==> config.mk <==
export PLATFORM = sky130hd
export DESIGN_NAME = decode_stage
export DESIGN_NICKNAME = d
export VERILOG_FILES = /design/src/rtl/decode_stage_pkg.sv /design/src/rtl/decode_stage_ctrl.sv /design/src/rtl/decode_stage.sv
export SDC_FILE = /design/constraint.sdc
export NUM_CORES = 1
export LEC_CHECK = 0
export CAP_MARGIN = 20
export CELL_PAD_IN_SITES_DETAIL_PLACEMENT = 1
export CELL_PAD_IN_SITES_GLOBAL_PLACEMENT = 1
export CORE_ASPECT_RATIO = 1.2
export CORE_MARGIN = 4
export CORE_UTILIZATION = 32
export CTS_CLUSTER_DIAMETER = 120
export DETAILED_ROUTE_END_ITERATION = 6
export PLACE_DENSITY = 0.87
export SYNTH_ARGS = -nofsm -noshare
export SYNTH_HDL_FRONTEND = slang
export SYNTH_SLANG_ARGS = --single-unit
==> constraint.sdc <==
create_clock -name clock -period 3.6 [get_ports clock]
set_clock_uncertainty 0.1 [all_clocks]
set_input_delay 0.72 -clock clock [delete_from_list [all_inputs] [get_ports clock]]
set_output_delay 0.72 -clock clock [all_outputs]
set_load 0.03 [all_outputs]
==> src/rtl/decode_stage_pkg.sv <==
// Shared RV32I decode definitions: opcodes, ALU codes, NOP word, immediate formats.
package riscy_pkg;

  localparam logic [6:0] R_TYPE = 7'b0110011;
  localparam logic [6:0] I_TYPE = 7'b0010011;
  localparam logic [6:0] LOAD   = 7'b0000011;
  localparam logic [6:0] STORE  = 7'b0100011;
  localparam logic [6:0] BRANCH = 7'b1100011;
  localparam logic [6:0] JAL    = 7'b1101111;
  localparam logic [6:0] JALR   = 7'b1100111;
  localparam logic [6:0] AUIPC  = 7'b0010111;
  localparam logic [6:0] LUI    = 7'b0110111;

  localparam logic [5:0] ALU_ADD  = 6'o00;
  localparam logic [5:0] ALU_JAL  = 6'o37;
  localparam logic [5:0] ALU_JALR = 6'o77;

  localparam logic [31:0] NOP_WORD = 32'h0000_0013;

  typedef enum logic [2:0] {
    IMM_I,
    IMM_S,
    IMM_B,
    IMM_U,
    IMM_J
  } imm_fmt_e;

  // Formats that read rs2: R, STORE, BRANCH.
  function automatic logic uses_rs2(input logic [6:0] opcode);
    return (opcode == R_TYPE) || (opcode == STORE) || (opcode == BRANCH);
  endfunction

  // Formats that read rs1: everything except JAL, AUIPC, LUI (and unknown opcodes).
  function automatic logic uses_rs1(input logic [6:0] opcode);
    return (opcode == R_TYPE) || (opcode == I_TYPE) || (opcode == LOAD) ||
           (opcode == STORE)  || (opcode == BRANCH) || (opcode == JALR);
  endfunction

endpackage

==> src/rtl/decode_stage_ctrl.sv <==
// Pure combinational RV32I control table: instruction word -> control fields and imm32.
module decode_ctrl
  import riscy_pkg::*;
(
  input  logic [31:0] instruction,
  output logic        wEn,
  output logic        mem_wEn,
  output logic        wb_sel,
  output logic        branch_op,
  output logic        op_B_sel,
  output logic [1:0]  op_A_sel,
  output logic [5:0]  ALU_Control,
  output logic [31:0] imm32,
  output logic        is_load,
  output logic        is_illegal
);

  logic [6:0] opcode;
  logic [2:0] funct3;
  logic       funct7_5;
  logic [4:0] rd;
  imm_fmt_e   fmt;

  assign opcode   = instruction[6:0];
  assign funct3   = instruction[14:12];
  assign funct7_5 = instruction[30];
  assign rd       = instruction[11:7];

  // Control table lookup; rd=x0 suppresses register writeback for every opcode.
  always_comb begin
    wEn         = 1'b0;
    mem_wEn     = 1'b0;
    wb_sel      = 1'b0;
    branch_op   = 1'b0;
    op_B_sel    = 1'b0;
    op_A_sel    = 2'd0;
    ALU_Control = ALU_ADD;
    fmt         = IMM_I;
    is_load     = 1'b0;
    is_illegal  = 1'b0;
    case (opcode)
      R_TYPE: begin
        ALU_Control = {2'b00, funct7_5, funct3};
        op_B_sel    = 1'b1;
        wEn         = 1'b1;
      end
      I_TYPE: begin
        ALU_Control = {2'b00, (funct3 == 3'b101) ? funct7_5 : 1'b0, funct3};
        wEn         = 1'b1;
      end
      LOAD: begin
        ALU_Control = {3'b000, funct3};
        wEn         = 1'b1;
        wb_sel      = 1'b1;
        is_load     = 1'b1;
      end
      STORE: begin
        ALU_Control = {3'b000, funct3};
        fmt         = IMM_S;
        mem_wEn     = 1'b1;
      end
      BRANCH: begin
        ALU_Control = {3'b010, funct3};
        op_B_sel    = 1'b1;
        fmt         = IMM_B;
        branch_op   = 1'b1;
      end
      JAL: begin
        ALU_Control = ALU_JAL;
        op_A_sel    = 2'd2;
        fmt         = IMM_J;
        branch_op   = 1'b1;
        wEn         = 1'b1;
      end
      JALR: begin
        ALU_Control = ALU_JALR;
        op_A_sel    = 2'd2;
        branch_op   = 1'b1;
        wEn         = 1'b1;
      end
      AUIPC: begin
        op_A_sel = 2'd1;
        op_B_sel = 1'b1;
        fmt      = IMM_U;
        wEn      = 1'b1;
      end
      LUI: begin
        op_B_sel = 1'b1;
        fmt      = IMM_U;
        wEn      = 1'b1;
      end
      default: is_illegal = 1'b1;
    endcase
    if (rd == 5'd0) wEn = 1'b0;
  end

  // Sign-extended immediate assembly for the selected format.
  always_comb begin
    imm32 = '0;
    case (fmt)
      IMM_I: imm32 = {{20{instruction[31]}}, instruction[31:20]};
      IMM_S: imm32 = {{20{instruction[31]}}, instruction[31:25], instruction[11:7]};
      IMM_B: imm32 = {{19{instruction[31]}}, instruction[31], instruction[7],
                      instruction[30:25], instruction[11:8], 1'b0};
      IMM_U: imm32 = {instruction[31:12], 12'h000};
      IMM_J: imm32 = {{11{instruction[31]}}, instruction[31], instruction[19:12],
                      instruction[20], instruction[30:21], 1'b0};
      default: imm32 = {{20{instruction[31]}}, instruction[31:20]};
    endcase
  end

endmodule

==> src/rtl/decode_stage.sv <==
// RV32I decode stage: ID register with valid/ready handshake, load-use scoreboard,
// load-count limit, branch flush and registered redirect to fetch.
module decode_stage
  import riscy_pkg::*;
#(
  parameter int ADDRESS_BITS = 16,
  parameter int MAX_LOADS    = 2
) (
  input  logic                    clock,
  input  logic                    reset,
  input  logic                    in_valid,
  output logic                    in_ready,
  input  logic [ADDRESS_BITS-1:0] in_PC,
  input  logic [31:0]             in_instruction,
  output logic                    out_valid,
  input  logic                    out_ready,
  output logic [ADDRESS_BITS-1:0] out_PC,
  output logic [4:0]              read_sel1,
  output logic [4:0]              read_sel2,
  output logic [4:0]              write_sel,
  output logic                    wEn,
  output logic                    mem_wEn,
  output logic                    wb_sel,
  output logic                    branch_op,
  output logic                    op_B_sel,
  output logic [1:0]              op_A_sel,
  output logic [5:0]              ALU_Control,
  output logic [31:0]             imm32,
  input  logic                    ld_done,
  input  logic [4:0]              ld_rd,
  input  logic                    branch,
  input  logic [ADDRESS_BITS-1:0] branch_target,
  output logic                    next_PC_select,
  output logic [ADDRESS_BITS-1:0] target_PC,
  output logic                    illegal
);

  localparam int CW = $clog2(MAX_LOADS + 1);

  logic                    id_valid;
  logic [31:0]             id_instr;
  logic [ADDRESS_BITS-1:0] id_pc;
  logic [31:0]             sb;
  logic [31:0]             sb_eff;
  logic [31:0]             sb_clr_mask;
  logic [31:0]             sb_set_mask;
  logic [CW-1:0]           ld_count;
  logic                    ld_retire;
  logic                    is_load;
  logic                    is_illegal;
  logic                    rs1_hazard;
  logic                    rs2_hazard;
  logic                    load_full;
  logic                    stall;
  logic                    in_fire;
  logic                    out_fire;

  decode_ctrl u_ctrl (
    .instruction (id_instr),
    .wEn         (wEn),
    .mem_wEn     (mem_wEn),
    .wb_sel      (wb_sel),
    .branch_op   (branch_op),
    .op_B_sel    (op_B_sel),
    .op_A_sel    (op_A_sel),
    .ALU_Control (ALU_Control),
    .imm32       (imm32),
    .is_load     (is_load),
    .is_illegal  (is_illegal)
  );

  assign read_sel1 = id_instr[19:15];
  assign read_sel2 = id_instr[24:20];
  assign write_sel = id_instr[11:7];
  assign out_PC    = id_pc;

  // A retiring load clears its scoreboard bit in the same cycle so a dependent
  // instruction waiting in ID can issue immediately (bypass clear).
  always_comb begin
    ld_retire   = ld_done && (ld_count != '0);
    sb_clr_mask = ld_retire ? (32'd1 << ld_rd) : '0;
    sb_eff      = sb & ~sb_clr_mask;
    rs1_hazard  = uses_rs1(id_instr[6:0]) && (read_sel1 != 5'd0) && sb_eff[read_sel1];
    rs2_hazard  = uses_rs2(id_instr[6:0]) && (read_sel2 != 5'd0) && sb_eff[read_sel2];
    load_full   = is_load && (ld_count == CW'(MAX_LOADS)) && !ld_retire;
    stall       = rs1_hazard || rs2_hazard || load_full;
  end

  // Handshake: a taken branch flushes ID and blocks both issue and acceptance.
  always_comb begin
    out_valid   = id_valid && !stall && !branch;
    out_fire    = out_valid && out_ready;
    in_ready    = !branch && (!id_valid || out_fire);
    in_fire     = in_valid && in_ready;
    sb_set_mask = (out_fire && is_load && (write_sel != 5'd0)) ? (32'd1 << write_sel) : '0;
  end

  // ID register; instruction/PC only change on acceptance so out_* hold while stalled.
  always_ff @(posedge clock) begin
    if (reset) begin
      id_valid <= 1'b0;
      id_instr <= NOP_WORD;
      id_pc    <= '0;
    end else begin
      if (in_fire) begin
        id_instr <= in_instruction;
        id_pc    <= in_PC;
      end
      if (branch)        id_valid <= 1'b0;
      else if (in_fire)  id_valid <= 1'b1;
      else if (out_fire) id_valid <= 1'b0;
    end
  end

  // Scoreboard and in-flight load count; a branch does not cancel issued loads.
  always_ff @(posedge clock) begin
    if (reset) begin
      sb       <= '0;
      ld_count <= '0;
    end else begin
      sb <= sb_eff | sb_set_mask;
      case ({out_fire && is_load, ld_retire})
        2'b10:   ld_count <= ld_count + CW'(1);
        2'b01:   ld_count <= ld_count - CW'(1);
        default: ld_count <= ld_count;
      endcase
    end
  end

  // Redirect request pulse to fetch, and sticky illegal-opcode flag.
  always_ff @(posedge clock) begin
    if (reset) begin
      next_PC_select <= 1'b0;
      target_PC      <= '0;
      illegal        <= 1'b0;
    end else begin
      next_PC_select <= branch;
      if (branch) target_PC <= branch_target;
      if (out_fire && is_illegal) illegal <= 1'b1;
    end
  end

endmodule

**After elaboration in Yosys (flattened, before gate mapping)**

Cells that the tools add are included.

- Flip-flop bits (word level): 101
- Input port bits: 75
- Output and inout bits: 96
- Word-level logic and storage cells: 99

- Add/subtract/negate cells: 2
- $lt $le $gt $ge: 2
- Equal/unequal tests: 17
- Shift-type cells: 2
- Muxes and demuxes: 21
- Bitwise operators: 3
- Reductions and logical operators: 44

Operator list:

| operator | number |
|---|---|
| $pmux W31 S4 | 1 |
| $mux W32 | 2 |
| $shl A1 B5 Y32 const A | 2 |
| $pmux W6 S6 | 1 |
| $and A32 B32 Y32 | 1 |
| $not A32 Y32 | 1 |
| $or A32 B32 Y32 | 1 |
| $eq A7 B6 Y1 const B | 3 |
| $eq A7 B7 Y1 const B | 3 |
| $logic_and A1 B1 Y1 | 15 |
| $reduce_bool A5 Y1 | 3 |
| $eq A7 B5 Y1 const B | 2 |
| $lt A5 B6 Y1 const B | 2 |
| $mux W1 | 12 |
| $pmux W3 S4 | 1 |
| $bmux W1 S5 | 2 |
| $logic_or A1 B1 Y1 | 10 |
| $reduce_or A9 Y1 | 1 |
| $pmux W2 S2 | 2 |
| $reduce_or A2 Y1 | 4 |
| $eq A7 B2 Y1 const B | 1 |
| $reduce_or A7 Y1 | 1 |
| $eq A3 B2 Y1 const B | 2 |
| $eq A3 B3 Y1 const B | 2 |
| other kinds (10) | 16 |

**Longest topological paths before layout**

Gate-level depths: netlist of run 1.

- Depth after elaboration: 18
- Depth in mapped cells: 15
- Depth with buffers taken out: 12

**Hierarchy**

Synthesis of run 1 repeated with hierarchy kept, for this count alone.

- Cells, all modules: 651
- Area, all modules: 5770.5 um^2

Modules (own cells, without submodules):

| module | times used | cells each | area each (um^2) | seq. area each (um^2) |
|---|---|---|---|---|
| decode_stage | 1 | 566 | 5131.2 | 2021.9 |
| decode_ctrl | 1 | 85 | 639.4 | 0.0 |

**Least setup slack after synthesis of run 1**

OpenSTA, ideal clock, no wires.

- Kind: input to register
- Start: input port ld_done
- End: register ld_count[1]
- Library setup time: 0.071 ns
- Arrival: 3.848 ns
- Required time: 3.429 ns
- Path slack: -0.418 ns
- Stages: 12
- Buffers on the path: 1
- Cell sequence: buf_4 -> or4b_4 -> o31a_1 -> mux4_2 -> o311a_1 -> o21ai_2 -> and2_4 -> and2_1 -> nand2_1 -> ha_1 -> or3_1 -> a21oi_1

- Cells in the longest elaborated chain, start to end: 16
- Elaborated cells on any way between the ends: 23
- Those cells by class: eq/ne: 2; mux: 6; bitwise: 2; reduce/logical: 13

Ends and longest elaborated chain:

| what | line | source |
|---|---|---|
| start: declaration | decode_stage.sv:29 | `input logic ld_done,` |
| $logic_and A1 B1 Y1 * | decode_stage.sv:80 | `ld_retire = ld_done && (ld_count != '0);` |
| $mux W32 | decode_stage.sv:81 | `sb_clr_mask = ld_retire ? (32'd1 << ld_rd) : '0;` |
| $not A32 Y32 | decode_stage.sv:82 | `sb_eff = sb & ~sb_clr_mask;` |
| $and A32 B32 Y32 | decode_stage.sv:82 |  |
| $bmux W1 S5, on equally long branches | decode_stage.sv:83, decode_stage.sv:84 |  |
| $mux W1, on equally long branches | decode_stage.sv:83, decode_stage.sv:84 |  |
| $logic_and A1 B1 Y1, on equally long branches | decode_stage.sv:83, decode_stage.sv:84 |  |
| $logic_or A1 B1 Y1 | decode_stage.sv:86 | `stall = rs1_hazard \|\| rs2_hazard \|\| load_full;` |
| $logic_or A1 B1 Y1 * | decode_stage.sv:86 |  |
| $logic_not A1 Y1 * | decode_stage.sv:91 | `out_valid = id_valid && !stall && !branch;` |
| $logic_and A1 B1 Y1 * (2 in a row) | decode_stage.sv:91 |  |
| net out_valid | decode_stage.sv:15 | `output logic out_valid,` |
| $logic_and A1 B1 Y1 * | decode_stage.sv:92 | `out_fire = out_valid && out_ready;` |
| $logic_and A1 B1 Y1 * | decode_stage.sv:122 | `case ({out_fire && is_load, ld_retire})` |
| $eq A2 B1 Y1 or $eq A2 B2 Y1 (tied branches) | decode_stage.sv:122 |  |
| $pmux W2 S2 or $reduce_bool A2 Y1 (tied branches) | - |  |
| end signal: assignment | decode_stage.sv:123 | `2'b10: ld_count <= ld_count + CW'(1);` |
| end signal: assignment | decode_stage.sv:124 | `2'b01: ld_count <= ld_count - CW'(1);` |
| end signal: assignment | decode_stage.sv:125 | `default: ld_count <= ld_count;` |
| end: declaration | decode_stage.sv:47 | `logic [CW-1:0] ld_count;` |

Mark *: on every way through the listed nets, which the timed path passes. The rest lies on a longest branch. The select of a mux whose other input is x is not followed.
A chain may end at the register's enable or synchronous reset.

**Worst setup path in the final report of run 1**

- Start: input port ld_rd[0]
- End: output port in_ready

- Cells in the longest elaborated chain, start to end: 15
- Elaborated cells on any way between the ends: 18
- Those cells by class: shift: 1; mux: 5; bitwise: 2; reduce/logical: 10

Ends and longest elaborated chain:

| what | line | source |
|---|---|---|
| start: declaration | decode_stage.sv:30 | `input logic [4:0] ld_rd,` |
| $shl A1 B5 Y32 * | decode_stage.sv:81 |  |
| $mux W32 * | decode_stage.sv:81 |  |
| $not A32 Y32 * | decode_stage.sv:82 |  |
| $and A32 B32 Y32 * | decode_stage.sv:82 |  |
| $bmux W1 S5, on equally long branches | decode_stage.sv:83, decode_stage.sv:84 |  |
| $mux W1, on equally long branches | decode_stage.sv:83, decode_stage.sv:84 |  |
| $logic_and A1 B1 Y1, on equally long branches | decode_stage.sv:83, decode_stage.sv:84 |  |
| $logic_or A1 B1 Y1 * (2 in a row) | decode_stage.sv:86 |  |
| $logic_not A1 Y1 * | decode_stage.sv:91 |  |
| $logic_and A1 B1 Y1 * (2 in a row) | decode_stage.sv:91 |  |
| $logic_and A1 B1 Y1 * | decode_stage.sv:92 |  |
| $logic_or A1 B1 Y1 * | decode_stage.sv:93 | `in_ready = !branch && (!id_valid \|\| out_fire);` |
| $logic_and A1 B1 Y1 * | decode_stage.sv:93 |  |
| end: declaration | decode_stage.sv:12 | `output logic in_ready,` |

Mark *: on every way between the ends. The rest lies on a longest branch, timed or not. The select of a mux whose other input is x is not followed.

==> flow_metrics.tcl, run 1 <==
set metrics [dict create \
    top_level_ports 171 \
    routedWlPerCell_um 21.14 \
    total_leakage_power_uw 0.003486 \
    synthFlopType "dfxtp_1" \
    run_status "finished with violations" \
    timing_worst_slew_pin_value_ns 0.5784 \
    cts_inserted_buffers 9 \
    area_occupied_by_registers_um2 2023 \
    rows 53 \
    number_of_global_route_vias_before_repair 6623 \
    number_of_h_tree_branching_levels 3 \
    detail_route.first_pass.iterations 4 \
    start_util_pct 32.90 \
    drt_iter0_drc 315 \
    synth.yosys.seq_area_share_pct 34.84 \
    ctsHoldBuffers 0 \
    cp_top_family "compound AO/OA/AOI/OAI gates" \
    avgSynthCellArea_um2 8.597 \
    yosysUniqueCellTypes 67 \
    final_max_slew_viol_count 0 \
    setup.reg_to_reg.worst_slack_ns 0.16 \
    crit_fanout 3 \
    timing.hold.worst.class "flop to flop" \
    post-route-worst-setup-slack_ns -0.3345 \
    post_route_cells_drive_above_1_share_pct 18.87 \
    part_of_the_cycle_the_worst_path_needs_pct 109.3 \
    globalRoute.totalOverflow 0 \
    regToRegStartpoint "ld_count[0]" \
    worstReg2RegEnd "ld_count[1]" \
    yosysTopAreaCell "dfxtp_1" \
    placeableCoreArea_um2 17640 \
    multiInputGateArea_um2 3546 \
    grt_start_max_net_pins 62 \
    route.detailed.vias_per_inst 5.394 \
    worst-endpoint-required_ns 2.78 \
    cts.root.buffer_cell "clkbuf_16" \
    via_count 6074 \
    setup.worst_path.end_class "primary output" \
    antenna-diode-count 0 \
    report.final.setup_viol 3 \
    num-nets-final 977 \
    maximum_root_to_sink_buffer_count 2 \
    synth_warnings 0 \
    detailedPlacementHpwl_um 17960 \
    asyncSetResetFlopFracSynth_pct 0 \
    min-delay-start "out_PC[14]" \
    pwr_density_cell_nw_per_um2 345.2 \
    whs_endpoint "out_PC[14]" \
    gp_congestion 0.9512 \
    worst-r2r-cell-count 16 \
    leading_cell_types_by_total_area_after_synthesis "dfxtp_1 35%, mux2i_1 11%, nand2b_1 11%, nor2_1 3.6%, nand2_1 2.9%" \
    worst-setup-path-type "input port to primary output" \
    fp.dieH_um 155.5 \
    critical-path-slowest-cell "or4b_4" \
    netlist_area_um2 5803 \
    dieWidth_um 130.9 \
    grt_pass1_wl_um 37000 \
    flip_flop_and_latch_count_after_synthesis 101 \
    violations "negative setup slack" \
    grt.total_usage_pct 23.25 \
    number_of_max_cap_violations 0 \
    cts.sinks 101 \
    fin_crit_ns 3.934 \
    drc_errors 0 \
    max_clock_freq_mhz 254.2 \
    fin_util_pct 49.99 \
    portBuffers 170 \
    worstSkewPairLatency_ns 0.36 \
    fill_cells 2016 \
    crit_path_start_kind "input port" \
    antenna_found_initial 1 \
    syn-num-nets 751 \
    clk_transition_reported_paths_ns 0.07 \
    timing.hold.worst_path_depth 2 \
    total_negative_slack_for_setup_checks_ns -0.6861 \
    hold_viol_final 0 \
    worst_path_most_repeated_cell "buf_6" \
    post_synth_inst_count 675 \
    cp_cell_sequence "buf_6 > or4b_4 > o31a_1 > mux4_2 > a211oi_2 > nor4_4 > a21boi_1 > buf_4 > a31oi_4 > nor2_4 > buf_6" \
    tritoncts "done" \
    hold_ws_ns 0.3789 \
    setup_repair_after_global_routing_missed_its_margin "true" \
    cpPeakStageDelay_ns 0.56 \
    route.final.wire_length_um 23810 \
    critical_path.startpoint "ld_rd[0]" \
    count_of_buffering_cells_on_the_critical_path_with_inverters_included 3 \
    drtAntennaViolNets 0 \
    maxSlewHeadroom_pct 61.44 \
    wp_data_arrival_ns 3.11 \
    area_delta_synth_final_pct 51.94 \
    yosysTopAreaCellShare_pct 34.84 \
    max-vdd-ir-drop_uv 253.5 \
    die_area_um2 20360 \
    synth-edff-count 0 \
]
[cell families (layout without fill, tap and decap cells)]
group / count (synthesis) / in the layout / share of synthesized area, %
AO/OA/AOI/OAI: 152 / 152 / 18.69
XOR/XNOR: 2 / 2 / 0.3019
adder cells (fa/ha/maj): 1 / 1 / 0.2156
buffers and inverters: 75 / 306 / 6.899
flip-flops: 101 / 101 / 34.84
multiplexers: 71 / 71 / 13.32
AND/OR/NAND/NOR: 273 / 273 / 25.72
[synth_stat cells (all sizes together) (13+ instances only)]
cell      n
dfxtp   101
nand2b  100
mux2i    66
nor2     56
nand2    45
clkbuf   35
buf      29
o21ai    27
o31ai    20
o21a     16
o22ai    15
nand3    13
[layer usage]
layer | track usage [%] | share of wire, %
met4 | 10.24 | 3.4
met2 | 41.06 | 52
met1 | 25.63 | 38
met3 | 6.628 | 7.0
met5 | 0 | 0.13
[repair_timing]
| item | CTS | global route |
|---|---|---|
| setup endpoints to repair | 77 | 16 |
| gates resized for setup | 48 | 16 |
| pin swaps | 13 | 10 |
| buffers inserted | 8 | 5 |
[cell usage in the layout (no fill, tap or decap), types with 4 or more instances in the layout]
master	n
a21oi_1	11
buf_6	8
o211ai_1	8
clkdlybuf4s50_1	151
nor3_1	4
o22ai_1	15
o31a_1	8
o21a_1	16
inv_1	9
o21ai_1	7
a21o_1	12
nand3_1	13
mux2i_1	66
o31ai_1	18
nand2_1	44
dlygate4sd2_1	11
nor2b_1	6
o21ai_0	17
or2_2	7
nand2b_1	100
nor2_1	55
buf_4	102
buf_12	5
dfxtp_1	100
o311ai_0	5
clkbuf_16	9
and2_1	10
mux4_2	5
[where the power goes]
part / switching [uW] / leakage, uW / internal [uW]
registers: 42.3 / 0.000823 / 1160
clock network: 466 / 0.000170 / 703
logic: 361 / 0.00249 / 314
total: 869 / 0.00349 / 2170
[layout make-up]
cell class              count  share of cell area (%)
inverters                  11                  0.4683
multi-input cells         499                   40.22
clock inverters             5                   1.220
flip-flops and latches    101                   22.95
well taps                 220                   3.122
clock buffers              11                   2.753
repair buffers            279                   29.27
[how the worst max path moves through the flow]
stage                     to  slack [ns]  cells after the start
finish              in_ready       -0.33                     11
global route        in_ready       -0.40                     14
CTS                 in_ready       -0.40                     11
floorplan           in_ready       -0.17                      9
detailed placement  in_ready       -0.92                     10
global placement    in_ready       -0.87                     10
[worst reg2reg max path: cells and delay by family (launching register included)]
kind                     cells  cell delay, ns
adder cells (fa/ha/maj)      1            0.16
multiplexers                 1            0.48
flip-flops                   1            0.35
AO/OA/AOI/OAI                5            0.91
buffers and inverters        4            0.58
AND/OR/NAND/NOR              4            0.65
XOR/XNOR                     1            0.13
[per-stage QoR]
step | std cells | total power (uW) | setup WS, ns | cell area [um2]
global route | 1126 | 3152 | -0.4005 | 8817
CTS | 1122 | 3057 | -0.3951 | 8727
detailed placement | 1098 | 1885 | -0.9170 | 8260
global placement | 1098 | 1870 | -0.8678 | 8260
finish | 1126 | 3044 | -0.3345 | 8817
floorplan | 675 | 1572 | -0.1725 | 5856
[flip-flops by register name (all words and copies together), names as in the netlist]
signal          count
ld_count            2
out_PC             16
sb                 32
illegal             1
id_instr           32
next_PC_select      1
target_PC          16
id_valid            1
Power figures use the tool's default switching activity.
==> inputs of run 2 (changes only) <==
--- a/config.mk
+++ b/config.mk
@@ -12,5 +12,5 @@
 export CORE_MARGIN = 4
 export CORE_UTILIZATION = 32
-export CTS_CLUSTER_DIAMETER = 120
+export CTS_CLUSTER_DIAMETER = 50
 export DETAILED_ROUTE_END_ITERATION = 6
 export PLACE_DENSITY = 0.87
--- a/constraint.sdc
+++ b/constraint.sdc
@@ -3,3 +3,3 @@
 set_input_delay 0.72 -clock clock [delete_from_list [all_inputs] [get_ports clock]]
 set_output_delay 0.72 -clock clock [all_outputs]
-set_load 0.03 [all_outputs]
+set_load 0.05 [all_outputs]
==> run 2 against run 1 <==
The flow still finishes with violations (negative setup slack); first-iteration DRC count up 22%; clock power down 11%; total power down 1.2%; combinational power up 12%; fmax down 1.7%; core utilization down 0.55 points; setup slack worse by 0.067 ns; sequential cell count unchanged; sequential power about the same; critical path depth down 1.
==> flow_metrics.tcl, run 2 (same netlist as run 1, synthesis figures left out) <==
set metrics [dict create \
    area_delta_synth_final_pct 50.26 \
    maxSlewHeadroom_pct 62.95 \
    detailedPlacementHpwl_um 17280 \
    worstSkewPairLatency_ns 0.36 \
    total_leakage_power_uw 0.003416 \
    clk_transition_reported_paths_ns 0.07 \
    tritoncts "done" \
    final_max_slew_viol_count 0 \
    violations "negative setup slack" \
    route.detailed.vias_per_inst 5.442 \
    fin_util_pct 49.43 \
    crit_fanout 4 \
    drc_errors 0 \
    drt_iter0_drc 385 \
    worst-setup-path-type "input port to primary output" \
    gp_congestion 0.9889 \
    num-nets-final 963 \
    wp_data_arrival_ns 3.18 \
    final_common_cell "clkdlybuf4s50_1" \
    number_of_global_route_vias_before_repair 6312 \
    grt_pass1_wl_um 35310 \
    cts_inserted_buffers 9 \
    routedWlPerCell_um 21.05 \
    top_level_ports 171 \
    timing.hold.worst.class "flop to flop" \
    part_of_the_cycle_the_worst_path_needs_pct 111.2 \
    cts.root.buffer_cell "clkbuf_16" \
    antenna_found_initial 0 \
    start_util_pct 32.90 \
    report.power.total_uw 3006 \
    number_of_h_tree_branching_levels 3 \
    report.final.setup_viol 4 \
    post-place-ws_ns -0.8777 \
    route.final.wire_length_um 23400 \
    drtAntennaViolNets 0 \
    portBuffers 170 \
    rows 53 \
    setup.worst_path.end_class "primary output" \
    setup_repair_after_global_routing_missed_its_margin "true" \
    pwr_density_cell_nw_per_um2 344.8 \
    most-common-layout-cells "148 x clkdlybuf4s50_1, 101 x dfxtp_1, 100 x nand2b_1" \
    antenna-diode-count 0 \
    max_clock_freq_mhz 249.9 \
    timing_worst_slew_pin_value_ns 0.5548 \
    post_dp_cell_area_um2 8145 \
    max-vdd-ir-drop_uv 221.8 \
    final_cell_area_um2 8720 \
    number_of_max_cap_violations 0 \
    fp.dieH_um 155.5 \
    grt.total_usage_pct 22.24 \
    hold_viol_final 0 \
    grt_start_max_net_pins 65 \
    crit_path_start_kind "input port" \
    post-route-worst-setup-slack_ns -0.4014 \
    die_area_um2 20360 \
    maximum_root_to_sink_buffer_count 2 \
    reg_top3 "id_instr x32, sb x32" \
    placeableCoreArea_um2 17640 \
    globalRoute.totalOverflow 0 \
    fin_crit_ns 4.001 \
    run_status "finished with violations" \
    detail_route.first_pass.iterations 5 \
    cts.sinks 101 \
    dieWidth_um 130.9 \
    post_route_cells_drive_above_1_share_pct 19.28 \
    total_negative_slack_for_setup_checks_ns -1.243 \
    worst-endpoint-required_ns 2.78 \
    via_count 6052 \
]
-- run 2: final cells by class --
type                    count  area [um2]
flip-flops and latches    101        2022
multi-input cells         500        3560
well taps                 220       275.3
repair buffers            264        2511
inverters                  11       42.54
clock inverters             6       70.07
clock buffers              10       239.0
fillers                  2050        8920
-- run 2: timing repair --
action	in CTS	in global routing
setup endpoints to repair	60	54
cloned	0	5
resized for setup	31	20
setup buffers	6	3
pin swaps	9	9
hold buffers	0	0
-- run 2: final timing paths --
kind | startpoint | end | slack (ns) | cells past startpoint
worst max-delay path | ld_rd[2] | out_valid | -0.40 | 10
worst min-delay path | out_PC[12] | out_PC[12] | 0.38 | 2
worst max register to register | ld_count[0] | ld_count[1] | -0.10 | 17
worst min register to register | out_PC[12] | out_PC[12] | 0.38 | 2
-- run 2: per-layer routing --
metal / up-vias / wire (um) / track usage, % / part of all wire [%]
li1: 2814 / - / - / -
met1: 2918 / 8700 / 25.67 / 37
met2: 256 / 11950 / 38.51 / 51
met3: 64 / 1829 / 6.147 / 7.8
met4: 0 / 917 / 8.917 / 3.9
met5: - / 0 / 0 / 0
-- run 2: stage by stage --
stage | std cells | hold slack (ns)
2_1_floorplan | 675 | 0.3577
3_3_place_gp | 1084 | 0.3572
3_5_place_dp | 1084 | 0.3638
4_1_cts | 1106 | 0.3822
5_1_grt | 1112 | 0.4014
6_report | 1112 | 0.3788
-- run 2: critical path, stage by stage --
cell	delay, ns
buf_6	0.09
or4b_4	0.57
o31a_1	0.27
mux4_2	0.50
a211oi_4	0.27
nor4_4	0.07
a21boi_2	0.24
buf_4	0.16
and2_4	0.15
buf_12	0.14
-- run 2: power by group --
| part | switching, uW | internal [uW] |
|---|---|---|
| Sequential | 47.9 | 1160 |
| Combinational | 443 | 314 |
| Clock | 480 | 565 |
| Total | 970 | 2040 |
